## config.mk

```make
export PLATFORM = sky130hd
export DESIGN_NAME = sprite_plot_sequencer_flat
export DESIGN_NICKNAME = d
export VERILOG_FILES = /design/src/rtl/duck_hunt_pkg.sv /design/src/rtl/sprite_plot_sequencer_if.sv /design/src/rtl/sprite_index_scan.sv /design/src/rtl/sprite_plot_sequencer.sv /design/src/flat_wrapper.sv
export SDC_FILE = /design/constraint.sdc
export NUM_CORES = 1
export LEC_CHECK = 0
export ABC_CLOCK_PERIOD_IN_PS = 3410
export CORE_MARGIN = 2
export CORE_UTILIZATION = 39
export CTS_BUF_LIST = sky130_fd_sc_hd__clkbuf_8
export DETAILED_ROUTE_END_ITERATION = 7
export PLACE_DENSITY = 0.94
export SLEW_MARGIN = 10
export SYNTH_ARGS = -nofsm -noshare
export SYNTH_HDL_FRONTEND = slang
export SYNTH_HIERARCHICAL = 1
export SYNTH_SLANG_ARGS = --single-unit
```

## constraint.sdc

```tcl
create_clock -name clock -period 3.41 [get_ports clock]
set_input_delay 0.682 -clock clock [delete_from_list [all_inputs] [get_ports clock]]
set_output_delay 0.682 -clock clock [all_outputs]
set_load 0.005 [all_outputs]
```

## src/rtl/duck_hunt_pkg.sv

```systemverilog
// Shared types and constants for the duck-hunt display path: sequencer states, screen size,
// default sprite colours and the plot watchdog limit.
package duck_hunt_pkg;

   typedef enum logic [2:0] {
      StIdle,
      StScan,
      StStartErase,
      StErase,
      StMove,
      StStartDraw,
      StDraw,
      StDone
   } seq_state_e;

   localparam logic [2:0]  BG_COLOUR      = 3'b000;
   localparam int unsigned SCREEN_W       = 160;
   localparam int unsigned SCREEN_H       = 120;
   localparam logic [2:0]  BIRD_COLOUR    = 3'b111;
   localparam logic [2:0]  HUNTER_COLOUR  = 3'b001;
   localparam logic [7:0]  TIMEOUT_CYCLES = 8'd255;

endpackage

```

## src/rtl/sprite_plot_sequencer_if.sv

```systemverilog
// Drawer handshake and vga_adapter pixel port of the sprite plot sequencer.
interface sprite_plot_sequencer_if #(
   parameter int unsigned NUM_SPRITES = 7,
   parameter int unsigned X_W         = 8,
   parameter int unsigned Y_W         = 7,
   parameter int unsigned COLOUR_W    = 3
);
   logic [NUM_SPRITES-1:0]     drw_start;
   logic [NUM_SPRITES-1:0]     drw_move;
   logic [NUM_SPRITES-1:0]     drw_valid;
   logic [NUM_SPRITES*X_W-1:0] drw_x;
   logic [NUM_SPRITES*Y_W-1:0] drw_y;
   logic [NUM_SPRITES-1:0]     drw_done;
   logic [X_W-1:0]             x;
   logic [Y_W-1:0]             y;
   logic [COLOUR_W-1:0]        colour;
   logic                       plot;

   modport master (
      output drw_start, drw_move, x, y, colour, plot,
      input  drw_valid, drw_x, drw_y, drw_done
   );

   modport slave (
      input  drw_start, drw_move, x, y, colour, plot,
      output drw_valid, drw_x, drw_y, drw_done
   );
endinterface

```

## src/rtl/sprite_index_scan.sv

```systemverilog
// Combinational search for the lowest enabled sprite slot at or above idx.
module sprite_index_scan #(
   parameter int unsigned NUM_SPRITES = 7,
   parameter int unsigned IDX_W       = 3
) (
   input  logic [NUM_SPRITES-1:0] sprite_en,
   input  logic [IDX_W-1:0]       idx,
   output logic                   found,
   output logic [IDX_W-1:0]       next_idx
);

   // Walk downwards so the lowest qualifying slot is the last one written.
   always_comb begin
      found    = 1'b0;
      next_idx = '0;
      for (int i = NUM_SPRITES - 1; i >= 0; i--) begin
         if (sprite_en[i] && (i >= int'(idx))) begin
            found    = 1'b1;
            next_idx = IDX_W'(i);
         end
      end
   end

endmodule

```

## src/rtl/sprite_plot_sequencer.sv

```systemverilog
// Serialises per-frame erase/move/draw passes of the sprite drawers onto one pixel port.
// Optional PLOT_TIMEOUT_EN adds a pass watchdog and a sticky timeout output.
module sprite_plot_sequencer
   import duck_hunt_pkg::*;
#(
   parameter int unsigned NUM_SPRITES = 7,
   parameter int unsigned X_W         = 8,
   parameter int unsigned Y_W         = 7,
   parameter int unsigned COLOUR_W    = 3
) (
   input  logic                            clock,
   input  logic                            reset,
   input  logic                            frame_tick,
   input  logic [NUM_SPRITES-1:0]          sprite_en,
   input  logic [NUM_SPRITES*COLOUR_W-1:0] sprite_colour,
   sprite_plot_sequencer_if.master         bus,
   output logic                            busy,
   output logic                            frame_done,
`ifdef PLOT_TIMEOUT_EN
   output logic                            timeout,
`endif
   output logic                            overrun
);

   localparam int unsigned IDX_W = (NUM_SPRITES > 1) ? $clog2(NUM_SPRITES) : 1;
   localparam logic [IDX_W-1:0] LAST_IDX = IDX_W'(NUM_SPRITES - 1);

   seq_state_e state_q, state_d;
   logic [IDX_W-1:0]       idx_q, idx_d;
   logic [X_W-1:0]         x_q, x_d;
   logic [Y_W-1:0]         y_q, y_d;
   logic [COLOUR_W-1:0]    colour_q, colour_d;
   logic                   plot_q, plot_d;
   logic                   busy_q, frame_done_q, overrun_q;
   logic [NUM_SPRITES-1:0] start_q, start_d, move_q, move_d;

   logic                   found;
   logic [IDX_W-1:0]       next_idx;
   logic                   in_pass, pass_done, sel_valid, sel_done;
   logic [X_W-1:0]         sel_x;
   logic [Y_W-1:0]         sel_y;
   logic [COLOUR_W-1:0]    sel_colour;

   sprite_index_scan #(
      .NUM_SPRITES(NUM_SPRITES),
      .IDX_W      (IDX_W)
   ) u_scan (
      .sprite_en(sprite_en),
      .idx      (idx_q),
      .found    (found),
      .next_idx (next_idx)
   );

   assign in_pass    = (state_q == StErase) || (state_q == StDraw);
   assign sel_valid  = bus.drw_valid[idx_q];
   assign sel_done   = bus.drw_done[idx_q];
   assign sel_x      = bus.drw_x[int'(idx_q)*X_W +: X_W];
   assign sel_y      = bus.drw_y[int'(idx_q)*Y_W +: Y_W];
   assign sel_colour = (state_q == StDraw) ? sprite_colour[int'(idx_q)*COLOUR_W +: COLOUR_W]
                                           : COLOUR_W'(BG_COLOUR);

`ifdef PLOT_TIMEOUT_EN
   logic [7:0] wdog_q, wdog_d;
   logic       wdog_hit, timeout_q;

   assign wdog_hit  = in_pass && (wdog_q == TIMEOUT_CYCLES - 8'd1);
   assign pass_done = in_pass && (sel_done || wdog_hit);
   assign wdog_d    = (in_pass && !pass_done) ? wdog_q + 8'd1 : 8'd0;

   always_ff @(posedge clock) begin
      if (reset) begin
         wdog_q    <= 8'd0;
         timeout_q <= 1'b0;
      end else begin
         wdog_q    <= wdog_d;
         timeout_q <= timeout_q | (wdog_hit && !sel_done);
      end
   end

   assign timeout = timeout_q;
`else
   // Done is only meaningful inside a pass; stale done levels elsewhere are ignored.
   assign pass_done = in_pass && sel_done;
`endif

   always_comb begin
      state_d  = state_q;
      idx_d    = idx_q;
      unique case (state_q)
         StIdle: begin
            if (frame_tick) begin
               state_d = StScan;
               idx_d   = '0;
            end
         end
         StScan: begin
            if (found) begin
               idx_d   = next_idx;
               state_d = StStartErase;
            end else begin
               state_d = StDone;
            end
         end
         StStartErase: state_d = StErase;
         StErase:      if (pass_done) state_d = StMove;
         StMove:       state_d = StStartDraw;
         StStartDraw:  state_d = StDraw;
         StDraw: begin
            if (pass_done) begin
               if (idx_q == LAST_IDX) begin
                  state_d = StDone;
               end else begin
                  idx_d   = idx_q + 1'b1;
                  state_d = StScan;
               end
            end
         end
         StDone:       state_d = StIdle;
         default:      state_d = StIdle;
      endcase
   end

   // Registered outputs are decoded from the next state so pulses line up with their state.
   always_comb begin
      start_d  = '0;
      move_d   = '0;
      plot_d   = in_pass && sel_valid;
      x_d      = x_q;
      y_d      = y_q;
      colour_d = colour_q;
      if ((state_d == StStartErase) || (state_d == StStartDraw)) start_d[idx_d] = 1'b1;
      if (state_d == StMove) move_d[idx_d] = 1'b1;
      if (in_pass) begin
         x_d      = sel_x;
         y_d      = sel_y;
         colour_d = sel_colour;
      end
   end

   always_ff @(posedge clock) begin
      if (reset) begin
         state_q      <= StIdle;
         idx_q        <= '0;
         x_q          <= '0;
         y_q          <= '0;
         colour_q     <= '0;
         plot_q       <= 1'b0;
         busy_q       <= 1'b0;
         frame_done_q <= 1'b0;
         overrun_q    <= 1'b0;
         start_q      <= '0;
         move_q       <= '0;
      end else begin
         state_q      <= state_d;
         idx_q        <= idx_d;
         x_q          <= x_d;
         y_q          <= y_d;
         colour_q     <= colour_d;
         plot_q       <= plot_d;
         busy_q       <= (state_d != StIdle);
         frame_done_q <= (state_d == StDone);
         overrun_q    <= overrun_q | (frame_tick && (state_q != StIdle));
         start_q      <= start_d;
         move_q       <= move_d;
      end
   end

   assign bus.drw_start = start_q;
   assign bus.drw_move  = move_q;
   assign bus.x         = x_q;
   assign bus.y         = y_q;
   assign bus.colour    = colour_q;
   assign bus.plot      = plot_q;
   assign busy          = busy_q;
   assign frame_done    = frame_done_q;
   assign overrun       = overrun_q;

endmodule
```

## src/flat_wrapper.sv

```systemverilog
// flat-port wrapper written by rule: the top's interface ports become plain ports
module sprite_plot_sequencer_flat import duck_hunt_pkg::*;
#(
   parameter int unsigned NUM_SPRITES = 7,
   parameter int unsigned X_W         = 8,
   parameter int unsigned Y_W         = 7,
   parameter int unsigned COLOUR_W    = 3
)
  (clock, reset, frame_tick, sprite_en, sprite_colour, busy, frame_done, overrun, bus_drw_start, bus_drw_move, bus_x, bus_y, bus_colour, bus_plot, bus_drw_valid, bus_drw_x, bus_drw_y, bus_drw_done);
  sprite_plot_sequencer_if #(.NUM_SPRITES(NUM_SPRITES), .X_W(X_W), .Y_W(Y_W), .COLOUR_W(COLOUR_W)) bus_i ();
  input  logic clock;
  input  logic reset;
  input  logic frame_tick;
  input  logic [NUM_SPRITES-1:0] sprite_en;
  input  logic [NUM_SPRITES*COLOUR_W-1:0] sprite_colour;
  output logic busy;
  output logic frame_done;
  output logic overrun;
  output wire logic [$bits(bus_i.drw_start)-1:0] bus_drw_start;
  output wire logic [$bits(bus_i.drw_move)-1:0] bus_drw_move;
  output wire logic [$bits(bus_i.x)-1:0] bus_x;
  output wire logic [$bits(bus_i.y)-1:0] bus_y;
  output wire logic [$bits(bus_i.colour)-1:0] bus_colour;
  output wire logic [$bits(bus_i.plot)-1:0] bus_plot;
  input wire logic [$bits(bus_i.drw_valid)-1:0] bus_drw_valid;
  input wire logic [$bits(bus_i.drw_x)-1:0] bus_drw_x;
  input wire logic [$bits(bus_i.drw_y)-1:0] bus_drw_y;
  input wire logic [$bits(bus_i.drw_done)-1:0] bus_drw_done;
  assign bus_drw_start = bus_i.drw_start;
  assign bus_drw_move = bus_i.drw_move;
  assign bus_x = bus_i.x;
  assign bus_y = bus_i.y;
  assign bus_colour = bus_i.colour;
  assign bus_plot = bus_i.plot;
  assign bus_i.drw_valid = bus_drw_valid;
  assign bus_i.drw_x = bus_drw_x;
  assign bus_i.drw_y = bus_drw_y;
  assign bus_i.drw_done = bus_drw_done;
  sprite_plot_sequencer #(.NUM_SPRITES(NUM_SPRITES), .X_W(X_W), .Y_W(Y_W), .COLOUR_W(COLOUR_W)) u_core (.clock(clock), .reset(reset), .frame_tick(frame_tick), .sprite_en(sprite_en), .sprite_colour(sprite_colour), .bus(bus_i), .busy(busy), .frame_done(frame_done), .overrun(overrun));
endmodule
```

Word level (Yosys, flattened, before mapping):

Cells that the tools add are included.

* register bits after elaboration: 42
* output and inout port bits: 36
* logic and storage cells: 92

* equality and inequality tests: 12
* $lt $le $gt $ge: 10
* reductions and logical operators: 18
* multipliers: 2
* $add $sub $neg: 1
* muxes and demuxes: 32
* bitwise operators: 3
* shifts and indexed selects: 3

Operators by type and width (number)
* $shiftx 56x7->8: 1
* $mux 3: 17
* $shiftx 49x7->7: 1
* $eq 3x3->1 const B: 8
* $pmux 3 s8: 1
* $shiftx 21x6->3: 1
* $logic_and 1x1->1: 11
* $mux 1: 10
* $eq 3x2->1 const B: 3
* $ge 3x3->1 const A: 3
* $pmux 3 s3: 1
* $lt 3x4->1 const B: 2
* $bmux 1 s3: 2
* $ge 1x3->1 const A: 2
* $ge 2x3->1 const A: 2
* $mul 3x3->6 const B: 1
* $reduce_bool 3->1: 2
* $mul 3x2->5 const B: 1
* $reduce_or 2->1: 2
* $add 3x1->3 const B: 1
* $demux 1 s3: 1
* $eq 3x1->1 const B: 1
* $ge 3x1->1 const B: 1
* $logic_not 3->1: 1
* 3 further kinds: 5

Logic depth before layout (Yosys ltp):

* word-level depth: 15
* gate-level depth with buffers: 11
* gate-level depth less buffers: 9

Modules after synthesis:

Netlist, hierarchy kept.

By module, submodules not included
* sprite_plot_sequencer: seq. area each 840.8 sq um, times used 1, area each 2834.0 sq um, cells an instance 313
* sprite_index_scan: seq. area each 0.0 sq um, times used 1, area each 221.5 sq um, cells an instance 31

Worst setup path before layout:

Ideal clock, no wire load.

* kind: flip-flop to flip-flop
* start point: register u_core.idx_q[0]
* end point: register u_core.busy_q (netlist: u_core/busy)
* path buffers: 3
* required time: 3.283 ns
* setup slack: 0.504 ns
* clock period less this slack: 2.906 ns
* arrival: 2.779 ns
* stages on the path, launching flop included: 11
* setup time: 0.127 ns
* cell sequence: dfxtp_1 buf_6 buf_2 buf_2 inv_1 ha_1 nand4bb_1 o311a_1 o21ai_0 o211ai_1 or3_1

* longest elaborated chain between the ends: 12

Ends and longest elaborated chain
* start: declaration: line sprite_plot_sequencer.sv:29 `logic [IDX_W-1:0] idx_q, idx_d;`
* start signal: assignment: line sprite_plot_sequencer.sv:155 `idx_q <= idx_d;`
* $ge 3x3->1: line sprite_index_scan.sv:17 `if (sprite_en[i] && (i >= int'(idx))) begin`
* $logic_and 1x1->1: line sprite_index_scan.sv:17
* $mux 1 (7 in series): line sprite_index_scan.sv:17
* $mux 3: line sprite_plot_sequencer.sv:97 `if (found) begin`
* $pmux 3 s8 *: line sprite_plot_sequencer.sv:89 `unique case (state_q)`
* $reduce_bool 3->1 *: line sprite_plot_sequencer.sv:160 `busy_q <= (state_d != StIdle);`
* end signal: assignment: line sprite_plot_sequencer.sv:160
* end: declaration: line sprite_plot_sequencer.sv:34 `logic busy_q, frame_done_q, overrun_q;`

Mark *: on every way between the ends. The rest lies on a longest branch, timed or not. The select of a mux whose other input is x is not followed.
A chain may end at the register's enable or synchronous reset.

Worst setup path in the final report:

* start point: input port sprite_en[5]
* end point: register u_core.start_q[2] (netlist: u_core/bus.drw_start[2])

* longest elaborated chain between the ends: 13

Ends and longest elaborated chain
* start: declaration: line flat_wrapper.sv:14 `input logic [NUM_SPRITES-1:0] sprite_en;`
* $logic_and 1x1->1 *: line sprite_index_scan.sv:17
* $mux 1 * (6 in series): line sprite_index_scan.sv:17
* named net u_core.found: line sprite_plot_sequencer.sv:37 `logic found;`
* $mux 3: line sprite_plot_sequencer.sv:97
* $pmux 3 s3 / $pmux 3 s8 (equally long branches): line sprite_plot_sequencer.sv:89
* $lt 3x4->1 (not written as such), or another cell as far along: line sprite_plot_sequencer.sv:131 `if ((state_d == StStartErase) || (state_d == StStartDraw)) start_d[idx_d] = 1'b1;`
* $logic_and 1x1->1 (not written as such) / $logic_or 1x1->1 (equally long branches): line sprite_plot_sequencer.sv:131
* $mux 1 (not written as such) / $not 1->1 (equally long branches)
* $demux 1 s3 / $reduce_or 2->1 (equally long branches)
* end signal: assignment: line sprite_plot_sequencer.sv:163 `start_q <= start_d;`
* end: declaration: line sprite_plot_sequencer.sv:35 `logic [NUM_SPRITES-1:0] start_q, start_d, move_q, move_d;`

Mark *: on every way through the listed nets, which the timed path passes. The rest lies on a longest branch.

==> impl_metrics.csv <==
group,metric,value,unit
outcome,status,"finished clean",
route,route.vias.total,3396,
route,finalWirelength,9950,um
logic_synthesis,yosysSeqAreaShare,0.275,
place,io_buffers,185,
setup_path,crit_start,"sprite_en[5]",
floorplan,coreArea,0.00765,mm2
global_route,antenna_found_initial,0,
route,ant_nets,0,
clocking,cts_resized,0,
job,cap_viol_max_count,0,
setup_path,crit_fanout,8,
place,gp_congestion,0.930,
cells_and_area,nFillCells,592,
cells_and_area,areaGrowthSynthToFinish,66.1,%
sta,rsz0062_at_grt,"false",
clocking,htree_levels,2,
power,p_total,1.44,mW
setup_path,crit_family,"compound AO/OA/AOI/OAI gates",
logic_synthesis,synth-simple-area-share,0.192,
cells_and_area,fin_area,0.00508,mm2
logic_synthesis,ys.warnings.count,6,
global_route,grt_max_degree,46,
global_route,grt_pass1_vias,3561,
clocking,post_cts_buffers,0,
logic_synthesis,syn-num-nets,496,
logic_synthesis,synth_edf_count,0,
sta,setup_viol_count_final,0,
route,routedWlPerCell,16.1,um
setup_path,cp.required,3.61,ns
sta,worst_slew_pin_slew,1.12,ns
setup_path,crit_type,"in2reg",
logic_synthesis,synth-adder-area-share,0.00819,
route,drcViolationCount,0,
setup_path,cp.arrival,3.29,ns
global_route,gr-total-overflow,0,
setup_path,critPathLaunchType,"input port",
floorplan,dieArea,0.00856,mm2
global_route,grt_pass1_wl,16300,um
cells_and_area,drive_gt1_frac,0.103,
logic_synthesis,synth_top_family_by_area,"compound AO/OA/AOI/OAI gates",
power,irDropWorstVdd,0.158,mV
sta,maxSlewHeadroom,0.253,
logic_synthesis,synth-compound-area-share,0.256,
hold_path,hold_path_class,"reg2reg",
hold_path,min-delay-start,"u_core/overrun",
setup_path,crit_chain,"clkdlybuf4s50_1, o21ba_2, o221ai_1, nand3_1, nand2_1, a211oi_1, a21oi_1, a221oi_2, nand2b_1, a211oi_1",
sta,min_period,3.09,ns
global_route,grt-busiest-layer,"met2",
floorplan,die_width,92.5,um
setup_path,crit_path_frequent_cell,"a211oi_1",
place,postPlaceCellArea,0.00496,mm2
logic_synthesis,synth-async-reset-ratio,0,
floorplan,start_util,0.400,
sta,layout_setup_ws,0.324,ns
floorplan,rows,32,
cells_and_area,layout_common_cells,"clkdlybuf4s50_1 (185), nor2_1 (72), a21oi_1 (40)",
sta,maxSlewViolCount,0,
clocking,clk_pin_slew,0.08,ns
global_route,track_usage,0.238,
place,pre_cts_ws,0.0241,ns
logic_synthesis,synth_cells,344,
clocking,clock-sinks,42,
logic_synthesis,synth_xor_xnor_area_share,0.00287,
clocking,cts_tree,"yes",
setup_path,cpPeakStageDelay,0.60,ns
logic_synthesis,ys_types,58,
global_route,gr-usage-met2,0.460,
sta,clock.fmax,0.324,GHz
route,first_pass_iters,4,
clocking,numCtsBuffers,5,
setup_path,end_kind,"register",
cells_and_area,nets,668,
route,via_per_inst,5.49,
floorplan,die_y,92.5,um
setup_path,worst_path_max_delay_cell,"clkdlybuf4s50_1",
floorplan,ios,186,
logic_synthesis,synth.area.mux_share,0.217,
sta,fin_setup_tns,0,ns
logic_synthesis,avgSynthCellArea,8.88,um2
place,dp_hpwl,7960,um
route,drtIter0Drc,150,
cells_and_area,antenna_cells,0,
global_route,grt_util_met1,0.250,
sta,skew,0.00368,ns
logic_synthesis,synth_flop_cell,"dfxtp_1",
cells_and_area,final_util,0.664,
sta,post-route-period-util,0.905,
logic_synthesis,syn-cell-area,0.00306,mm2
power,power_density,283,mW/mm2
cells_and_area,layout_commonest_cell,"clkdlybuf4s50_1",
power,leakagePower,1.77,nW
setup_path,worst-path-buf-inv,1,
sta,final_hold_viol_count,0,
clocking,cts-root-buf,"clkbuf_8",
clocking,cts.path.max_buffers,2,
clocking,clk_latency,0.29,ns
logic_synthesis,ys_ff_latch,42,
clocking,cts_hold_buf,0,
setup_path,reg2reg_from,"u_core/idx_q[0]",
global_route,use_met3,0.0545,
-- worst min-delay path, delay by kind of cell (launching register included) --
family | cells | cell delay [ns]
AOI/OAI and AO/OA | 1 | 0.04
DFF | 1 | 0.33
and+or+nand+nor | 1 | 0.07
-- final timing paths --
kind              depth (start not counted)                 endpoint  slack [ns]
setup / recovery                         10  u_core/bus.drw_start[2]        0.32
hold / removal                            2           u_core/overrun        0.47
setup reg to reg                          9  u_core/bus.drw_start[5]        0.59
hold reg to reg                           2           u_core/overrun        0.47
-- power by group --
part | internal [mW] | switching, mW
Clock | 0.218 | 0.171
Sequential | 0.508 | 0.0355
Combinational | 0.307 | 0.197
Total | 1.03 | 0.404
-- cell usage after synthesis, types with 3 or more instances --
cell | number | share of area
a211oi_1 | 26 | 0.064
a21boi_0 | 3 | 0.0074
a21oi_1 | 40 | 0.066
buf_2 | 9 | 0.015
clkbuf_1 | 13 | 0.016
dfxtp_1 | 42 | 0.28
inv_1 | 6 | 0.0074
mux2i_1 | 22 | 0.072
mux4_2 | 19 | 0.14
nand2_1 | 11 | 0.014
nand2b_1 | 5 | 0.010
nand3b_1 | 3 | 0.0074
nor2_1 | 72 | 0.088
nor2b_1 | 3 | 0.0061
nor3_1 | 7 | 0.011
nor3b_1 | 5 | 0.012
o211ai_1 | 3 | 0.0074
o21ai_0 | 5 | 0.0082
or3_1 | 4 | 0.0082
-- through the flow --
stage,std cells,hold WS [ns]
global route,619,0.530
detailed placement,611,0.453
global placement,611,0.460
finish,619,0.475
CTS,619,0.477
floorplan,344,0.460
-- state kept, by name, indices dropped and copies added (netlist names) --
register / count
u_core/idx_q: 3
u_core/overrun: 1
u_core/bus.drw_start: 7
u_core/bus.plot: 1
u_core/bus.colour: 3
u_core/bus.x: 8
u_core/busy: 1
u_core/bus.drw_move: 7
u_core/bus.y: 7
u_core/frame_done: 1
u_core/state_q: 3
-- logic make-up (layout without fill, tap and decap cells) --
| kind of cell | after synthesis | after routing |
|---|---|---|
| buffers and inverters | 33 | 206 |
| XOR/XNOR | 1 | 1 |
| multiplexers | 42 | 42 |
| adder cells (fa/ha/maj) | 2 | 2 |
| AND/OR/NAND/NOR | 121 | 121 |
| AO/OA/AOI/OAI | 103 | 103 |
| flip-flops | 42 | 42 |
-- area by class of cell --
class                           count  area (um2)  share of cell area
Timing Repair Buffer              191        1900               0.374
Tap cell                          102         128              0.0251
Clock inverter                      3        45.0             0.00887
Sequential cell                    42         847               0.167
Clock buffer                        5        68.8              0.0136
Multi-Input combinational cell    269        2060               0.407
Inverter                            7        26.3             0.00518
-- layer usage --
metal	share of wire	up-vias	wire (um)
met5	0	-	0
li1	-	1632	-
met1	0.36	1582	3540
met2	0.55	156	5500
met3	0.068	26	679
met4	0.023	0	231
Note: power is estimated with default switching activity, not from simulation.
